$ cat src/rtl/cpu_pkg.sv
// Shared pipeline types for the LEGv8 core: control word layout, zero-register id, stage FSM states.
// No logic; types and constants only.
package cpu_pkg;

    localparam logic [4:0] XZR = 5'd31;

    typedef struct packed {
        logic       reg_write;
        logic       mem_read;
        logic       mem_write;
        logic       mem_to_reg;
        logic       alu_src;
        logic       set_flags;
        logic [2:0] alu_op;
        logic       valid;
    } ctrl_t;

    localparam ctrl_t BUBBLE_CTRL = '0;

    typedef enum logic {
        RUN   = 1'b0,
        STALL = 1'b1
    } stage_state_e;

endpackage

$ cat src/rtl/sat_counter.sv
// Unsigned event counter that sticks at its maximum value instead of wrapping.
// Latency: count reflects an event one cycle after inc is seen.
// Backpressure: en = 0 freezes the count regardless of inc.
module sat_counter #(
    parameter int CNT_W = 16
) (
    input  logic             clk,
    input  logic             reset_n,
    input  logic             en,
    input  logic             inc,
    output logic [CNT_W-1:0] count
);

    always_ff @(posedge clk or negedge reset_n) begin
        if (!reset_n) begin
            count <= '0;
        end else if (en && inc && (count != '1)) begin
            count <= count + CNT_W'(1);
        end
    end

endmodule

$ cat src/rtl/id_ex_stage.sv
// ID/EX pipeline register with load-use hazard detection and stall/flush event counters.
// Latency: one cycle from *_ID inputs to *_EX outputs; PCWrite/IF_ID_Write are combinational.
// Backpressure: hold freezes all state; a load-use hazard drops PCWrite/IF_ID_Write for one cycle.
module id_ex_stage
    import cpu_pkg::*;
#(
    parameter int DATA_W = 64,
    parameter int CNT_W  = 16
) (
    input  logic              clk,
    input  logic              reset_n,
    input  logic              hold,
    input  logic              flush,
    input  logic [4:0]        Rn_ID,
    input  logic [4:0]        Rm_ID,
    input  logic [4:0]        Rd_ID,
    input  logic              uses_rn_ID,
    input  logic              uses_rm_ID,
    input  logic [DATA_W-1:0] rdA_ID,
    input  logic [DATA_W-1:0] rdB_ID,
    input  logic [DATA_W-1:0] imm_ID,
    input  logic [9:0]        ctrl_ID,
    output logic [4:0]        Rn_EX,
    output logic [4:0]        Rm_EX,
    output logic [4:0]        Rd_EX,
    output logic [DATA_W-1:0] rdA_EX,
    output logic [DATA_W-1:0] rdB_EX,
    output logic [DATA_W-1:0] imm_EX,
    output logic [9:0]        ctrl_EX,
    output logic              PCWrite,
    output logic              IF_ID_Write,
    output logic [CNT_W-1:0]  stall_cnt,
    output logic [CNT_W-1:0]  flush_cnt
);

    ctrl_t        ctrl_ex_q;
    ctrl_t        ctrl_id_s;
    stage_state_e state_q, state_d;
    logic         luh;
    logic         stall_req;
    logic         load_bubble;
    logic         load_id;

    assign ctrl_id_s = ctrl_t'(ctrl_ID);
    assign ctrl_EX   = ctrl_ex_q;

    // A bubble in EX (Rd = XZR, mem_read = 0) can never raise luh, so stalls are one cycle long.
    assign luh = ctrl_ex_q.mem_read && ctrl_ex_q.valid && (Rd_EX != XZR) &&
                 ((uses_rn_ID && (Rn_ID == Rd_EX)) || (uses_rm_ID && (Rm_ID == Rd_EX)));

    assign stall_req   = luh && !flush;
    assign PCWrite     = !stall_req;
    assign IF_ID_Write = !stall_req;

    always_ff @(posedge clk or negedge reset_n) begin
        if (!reset_n) begin
            state_q <= RUN;
        end else begin
            state_q <= state_d;
        end
    end

    always_comb begin
        state_d = state_q;
        if (!hold) begin
            case (state_q)
                RUN:     if (stall_req) state_d = STALL;
                STALL:   state_d = RUN;
                default: state_d = RUN;
            endcase
        end
    end

    always_comb begin
        load_bubble = 1'b0;
        load_id     = 1'b0;
        if (!hold) begin
            load_bubble = flush || luh;
            load_id     = !(flush || luh);
        end
    end

    // Data fields are left untouched on a bubble; only control and register ids are squashed.
    always_ff @(posedge clk or negedge reset_n) begin
        if (!reset_n) begin
            ctrl_ex_q <= BUBBLE_CTRL;
            Rn_EX     <= XZR;
            Rm_EX     <= XZR;
            Rd_EX     <= XZR;
            rdA_EX    <= '0;
            rdB_EX    <= '0;
            imm_EX    <= '0;
        end else if (load_bubble) begin
            ctrl_ex_q <= BUBBLE_CTRL;
            Rn_EX     <= XZR;
            Rm_EX     <= XZR;
            Rd_EX     <= XZR;
        end else if (load_id) begin
            ctrl_ex_q <= ctrl_id_s;
            Rn_EX     <= Rn_ID;
            Rm_EX     <= Rm_ID;
            Rd_EX     <= Rd_ID;
            rdA_EX    <= rdA_ID;
            rdB_EX    <= rdB_ID;
            imm_EX    <= imm_ID;
        end
    end

    sat_counter #(.CNT_W(CNT_W)) u_stall_cnt (
        .clk     (clk),
        .reset_n (reset_n),
        .en      (!hold),
        .inc     (stall_req),
        .count   (stall_cnt)
    );

    sat_counter #(.CNT_W(CNT_W)) u_flush_cnt (
        .clk     (clk),
        .reset_n (reset_n),
        .en      (!hold),
        .inc     (flush),
        .count   (flush_cnt)
    );

endmodule

$ cat config.mk
export PLATFORM = sky130hd
export DESIGN_NAME = id_ex_stage
export DESIGN_NICKNAME = d
export VERILOG_FILES = /design/src/rtl/cpu_pkg.sv /design/src/rtl/sat_counter.sv /design/src/rtl/id_ex_stage.sv
export SDC_FILE = /design/constraint.sdc
export NUM_CORES = 1
export LEC_CHECK = 0
export ABC_AREA = 1
export BUFFER_PORTS_ARGS = -buffer_cell sky130_fd_sc_hd__buf_2
export CAP_MARGIN = 10
export CORE_AREA = 2 2 184 186
export DETAILED_ROUTE_END_ITERATION = 16
export DIE_AREA = 0 0 186 188
export GPL_ROUTABILITY_DRIVEN = 0
export GPL_TIMING_DRIVEN = 0
export PLACE_DENSITY = 0.61
export SLEW_MARGIN = 5
export SYNTH_ARGS = -nofsm -noshare
export SYNTH_HDL_FRONTEND = slang
export SYNTH_HIERARCHICAL = 1
export SYNTH_SLANG_ARGS = --single-unit
$ cat constraint.sdc
create_clock -name clk -period 3.4 [get_ports clk]
set_input_delay 0.17 -clock clk [delete_from_list [all_inputs] [get_ports clk]]
set_output_delay 0.17 -clock clk [all_outputs]
set_load 0.03 [all_outputs]
# Word level (Yosys, flattened, before mapping)
# Cells that the tools add are included.
[totals]
inputBits = 223
reg_bits = 249
output_inout_bits = 251
elab_cells = 52
[op_classes]
bitwise = 1
add_sub_neg = 2
reduce_logical = 18
n_eq_ne = 5
muxes = 10
[ops]
columns = ["operator", "count"]
rows = [
  ["$add A16 B1 Y16 const B", 2],
  ["$ne A16 B16 Y1 const B", 2],
  ["$mux W5", 6],
  ["$mux W10", 2],
  ["$eq A5 B5 Y1", 2],
  ["$logic_and A1 B1 Y1", 10],
  ["$ne A5 B5 Y1 const B", 1],
  ["$logic_not A1 Y1", 4],
  ["$logic_or A1 B1 Y1", 2],
  ["$mux W1", 2],
  ["$reduce_and A2 Y1", 1],
  ["$reduce_bool A2 Y1", 1],
  ["$not A1 Y1", 1],
]

# Logic depth before layout (Yosys ltp)
[depth]
ltp_word = 9
mapped_depth = 16
ltp_nobuf = 13

# Cells and area by module
# Netlist, hierarchy kept.
[modules_own_cells]
columns = ["module", "area_per_inst_um2", "n_inst", "seq_area_each_um2", "cells_each"]
rows = [
  ["id_ex_stage", 8916.1, 1, 5449.0, 1023],
  ["sat_counter", 1014.7, 2, 400.4, 146],
]

# Worst setup path before layout
# OpenSTA, ideal clock, no wires.
[synth_path]
kind = "reg-to-reg"
startpoint = "register Rd_EX[3]"
endpoint = "register u_stall_cnt.count[13]"
stages_incl_launch_ff = 17
arrival_ns = 2.040
required_ns = 3.283
slack_ns = 1.243
n_path_buf = 3
setup_time_ns = 0.117
synth_period_minus_slack_ns = 2.157
path_cell_list = "dfstp_2 > inv_1 > nand2_1 > nand2_1 > nor2_1 > nand3_1 > nand2_1 > nand2_1 > buf_2 > buf_2 > nor2_1 > nand2_1 > inv_1 > o21ai_4 > buf_6 > nand2_1 > nand2_1"
[synth_between]
elab_chain_cells = 7
word_cells_on_any_way = 11
cone_classes = "eq/ne: 3; reduce/logical: 8"
[synth_rtl]
columns = ["element", "line", "rtl"]
rows = [
  ["from (decl)", "id_ex_stage.sv:25", "output logic [4:0] Rd_EX,"],
  ["from (signal assigned)", "id_ex_stage.sv:102", "Rd_EX <= Rd_ID;"],
  ["$eq A5 B5 Y1", "id_ex_stage.sv:49", "((uses_rn_ID && (Rn_ID == Rd_EX)) || (uses_rm_ID && (Rm_ID == Rd_EX)));"],
  ["$logic_and A1 B1 Y1", "id_ex_stage.sv:49", ""],
  ["$logic_or A1 B1 Y1", "id_ex_stage.sv:49", ""],
  ["$logic_and A1 B1 Y1 (*)", "id_ex_stage.sv:48", "assign luh = ctrl_ex_q.mem_read && ctrl_ex_q.valid && (Rd_EX != XZR) &&"],
  ["$logic_and A1 B1 Y1 (*)", "id_ex_stage.sv:51", "assign stall_req = luh && !flush;"],
  ["via stall_req", "id_ex_stage.sv:40", "logic stall_req;"],
  ["$logic_and A1 B1 Y1 (*) (2 in series)", "sat_counter.sv:17", "end else if (en && inc && (count != '1)) begin"],
  ["to (signal assigned)", "sat_counter.sv:18", "count <= count + CNT_W'(1);"],
  ["to (decl)", "sat_counter.sv:11", "output logic [CNT_W-1:0] count"],
]
# Mark *: on every way through the listed nets, which the timed path passes. The rest lies on a longest branch.
# A chain may end at the register's enable or synchronous reset.

# Worst setup path after layout
[layout_path]
startpoint = "register Rd_EX[3]"
endpoint = "output PCWrite"
[layout_between]
elab_chain_cells = 6
word_cells_on_any_way = 10
cone_classes = "eq/ne: 3; reduce/logical: 7"
[layout_rtl]
columns = ["element", "line", "rtl"]
rows = [
  ["$eq A5 B5 Y1", "id_ex_stage.sv:49", ""],
  ["$logic_and A1 B1 Y1", "id_ex_stage.sv:49", ""],
  ["$logic_or A1 B1 Y1", "id_ex_stage.sv:49", ""],
  ["$logic_and A1 B1 Y1 (*)", "id_ex_stage.sv:48", ""],
  ["$logic_and A1 B1 Y1 (*)", "id_ex_stage.sv:51", ""],
  ["via stall_req", "id_ex_stage.sv:40", ""],
  ["$logic_not A1 Y1 (*)", "id_ex_stage.sv:52", "assign PCWrite = !stall_req;"],
  ["to (decl)", "id_ex_stage.sv:30", "output logic PCWrite,"],
]
# Marks and branches as above.

==> impl_metrics.py <==
metrics = {
    "detailed_routing": {
        "wl_met2_mm": 19.6,
        "highest_layer": "met4",
        "drt_iter0_markers": 505,
        "m1WireLength_mm": 15.8,
        "route.detailed.drc": 0,
        "first_pass_iters": 5,
        "wl_met3_mm": 3.01,
        "routed_wl_mm": 40.0,
        "vias": 11600,
        "avgViaCountPerCell": 4.63,
        "routedWlPerCell_um": 15.9,
        "ant_nets": 0,
    },
    "power_and_ir_drop": {
        "swShare_pct": 33.1,
        "pwr_density_cell_nw_per_um2": 520,
        "p_switching_uw": 2950,
        "power.total_uw": 8920,
        "combPwrFrac_pct": 24.0,
        "irDropWorstVdd_mv": 0.417,
        "pwr-share-clk_pct": 36.2,
        "leakage_uw": 0.00938,
        "power_frac_seq_pct": 39.8,
        "power.internal_uw": 5970,
    },
    "worst_hold_path": {
        "min_path_type": "input pin to register",
        "hold_depth": 5,
        "hold_start": "hold",
        "whs_endpoint": "Rm_EX[4]",
    },
    "synth": {
        "synthTopCellsByArea": "dfrtp_1 53%, nand2_1 20%, nand3_1 11%, dfstp_2 3.6%, inv_1 2.1%",
        "synth.ff_latch_count": 249,
        "async_flop_share_pct": 100,
        "ys_seq_area_share_pct": 57.1,
        "synth_top_cell_by_area": "dfrtp_1",
        "syn-instance-count": 1315,
        "yosys.cell_types.count": 26,
        "avgSynthCellArea_um2": 8.32,
        "synth_edf_count": 0,
        "synth.cell_area_um2": 10900,
        "yosys_warnings": 6,
        "synth.net_count": 1540,
        "synth_ff_type": "dfrtp_1",
        "synth_top_cell_area_share_pct": 53.5,
    },
    "timing": {
        "worstMarginPinSlew_ns": 0.612,
        "relSlewSlack_pct": 59.2,
        "timing.fmax_mhz": 354,
        "holdWs_ns": 0.113,
        "setup_ws_ns": 0.573,
        "finalHoldViolCount": 0,
        "finalSetupViolations": 0,
        "drv_slew": 0,
        "skew_ns": 0.0231,
        "rsz0062_at_grt": "no",
        "min_period_ns": 2.83,
        "finalCritPeriodShare_pct": 83.2,
    },
    "critical_path": {
        "path_class": "register to output pin",
        "cp_common_cell": "nand2_1",
        "cp_slowest_cell": "dfstp_2",
        "rrSetupSlack_ns": 0.82,
        "crit_path_cell_trace": "inv_1 -> nand2_1 -> nand2_1 -> nor2_1 -> nand3_1 -> nand2_1 -> nand2_1 -> buf_2 -> buf_2 -> nor2_1 -> inv_1 -> buf_4 -> buf_2",
        "critical-path-max-stage-delay_ns": 0.55,
        "startpoint_type": "register",
        "crit_family": "buffers and inverters",
        "worstReg2RegEnd": "u_stall_cnt/count[8]",
        "cp.required_ns": 3.23,
        "path_buf_inv": 6,
        "rr_worst_depth": 15,
        "cp_max_fo": 10,
        "cp.arrival_ns": 2.66,
        "timing.rr.start": "Rd_EX[3]",
        "worst_setup_path_end_kind": "output pin",
    },
    "placed_design": {
        "placedCellCount": 2238,
        "port_buffers": 473,
        "dp_slack_ns": 0.838,
        "place_hpwl_mm": 28.1,
    },
    "clock_tree": {
        "htree_levels": 1,
        "clk_pin_slew_ns": 0.06,
        "cts_sinks": 249,
        "post_cts_resized": 0,
        "cts_setup_buffers": 0,
        "cts_buffer_depth": 3,
        "cts_tree": "built",
        "cts_root_buf": "clkbuf_16",
        "cts_buffers": 29,
        "clkLatencyLatePin_ns": 0.56,
    },
    "cells_and_area": {
        "layout.cells.non_filler": 2514,
        "num-nets-final": 2267,
        "drive_gt1_share_pct": 30.3,
        "area_growth_pct": 56.7,
        "fillers": 3021,
        "fin_util_pct": 51.8,
    },
    "outcome": {
        "outcome": "complete, no violations",
    },
    "floorplanning": {
        "start_util_pct": 33.1,
        "rows": 67,
        "die_y_um": 188,
        "core_um2": 33100,
        "die_x_um": 186,
        "die_area_um2": 35000,
        "ios": 474,
    },
    "global_routing": {
        "grt_pass1_vias": 12000,
        "grt_max_degree": 92,
        "grt_use_total_pct": 22.5,
        "antenna_found_initial": 1,
        "gr-total-overflow": 0,
        "grt_pass1_wl_mm": 62.5,
    },
    "flow_run": {
        "drv_cap": 0,
    },
}
-- stage by stage --
stage / setup TNS [ns] / area [µm²]
final: 0 / 17100
after global routing: 0 / 17100
after CTS: 0 / 17100
after detailed placement: 0 / 13900
after global placement: -600.38 / 13900
after floorplan: 0 / 10900
-- timing repair --
item,4_1_cts,5_1_grt
endpoints found under the hold margin,292,0
endpoints found under the setup margin,0,0
hold buffers,221,0
-- synth_stat cells (5+ instances only) --
master      n
nor2_2      6
buf_1      17
clkbuf_1    7
dfrtp_1   234
inv_1      60
nand4_1     8
dfstp_2    15
nor2_1     40
buf_2      34
nand3_1   230
buf_6      15
xnor2_1     8
or2_2      10
o21ai_0    12
nand2_1   587
inv_2       5
-- worst reg2reg max path, delay by kind of cell, from the launching register on --
kind,cells,cell delay [ns]
flip-flops,1,0.55
AND/OR/NAND/NOR,11,1.24
buffers and inverters,4,0.74
-- cell usage in the layout, fill, tap and decap left out, types with 3 or more instances in the layout --
cell type and n:
dfstp_2 15, buf_2 506, clkbuf_16 29, xor2_1 4
dlygate4sd3_1 221, clkbuf_1 9, nor2_1 40, inv_1 60
buf_4 3, clkinvlp_4 3, clkbuf_8 6, inv_2 5
or2_2 10, nand4_1 8, buf_6 15, nand2_1 587
o21ai_1 4, o21ai_2 4, nand3_1 230, bufinv_16 3
dfrtp_1 234, buf_1 17, nor2_2 6, o21ai_0 12
xnor2_1 8, clkinv_2 8
-- flip-flops by register name, summed over array words and instances, names as in the netlist --
signal             count
rdB_EX                64
Rd_EX                  5
Rm_EX                  5
Rn_EX                  5
ctrl_EX               10
imm_EX                64
u_flush_cnt/count     16
u_stall_cnt/count     16
rdA_EX                64
-- logic make-up after synthesis --
| group | Yosys count | synth area share, % |
|---|---|---|
| and+or+nand+nor | 889 | 34.0 |
| DFF | 249 | 57.1 |
| xor gates and xnor gates | 12 | 0.960 |
| adders and majority gates | 2 | 0.229 |
| AOI/OAI and AO/OA | 22 | 1.35 |
| buffers and inverters | 141 | 6.36 |
-- how the worst max path moves through the flow --
| stage | startpoint | endpoint | slack [ns] | cells after the start |
|---|---|---|---|---|
| floorplan | Rd_EX[3] | u_stall_cnt/count[13] | 1.24 | 16 |
| global placement | reset_n | rdB_EX[29] | -2.54 | 1 |
| detailed placement | Rd_EX[3] | u_stall_cnt/count[8] | 0.84 | 15 |
| CTS | Rd_EX[3] | PCWrite | 0.55 | 13 |
| global route | Rd_EX[3] | PCWrite | 0.40 | 13 |
| finish | Rd_EX[3] | PCWrite | 0.57 | 13 |
-- routing by layer --
layer	vias up	global-route usage [%]
met5	-	0
met4	0	8.99
met3	111	5.15
met2	471	39.1
met1	5457	26.6
li1	5606	-
-- area by class of cell --
| cell class | instances | area [µm²] | share of cell area (%) |
|---|---|---|---|
| antenna | 1 | 2.50 | 0.0146 |
| buffer | 76 | 452 | 2.63 |
| clock buffer | 37 | 816 | 4.76 |
| clock inverter | 17 | 179 | 1.04 |
| inverter | 65 | 244 | 1.42 |
| multi-input combinational | 925 | 4000 | 23.3 |
| sequential | 249 | 6250 | 36.4 |
| tap | 448 | 561 | 3.27 |
| timing repair buffer | 696 | 4640 | 27.1 |
-- power by group through the flow --
stage	sequential, µW	clock (µW)	combinational, µW
floorplan	4280	0	451
global route	3590	3470	2300
finish	3550	3230	2140
global placement	3580	0	1900
detailed placement	3580	0	1930
CTS	3540	3330	2130
No activity file was read; power rests on OpenSTA's default activity.
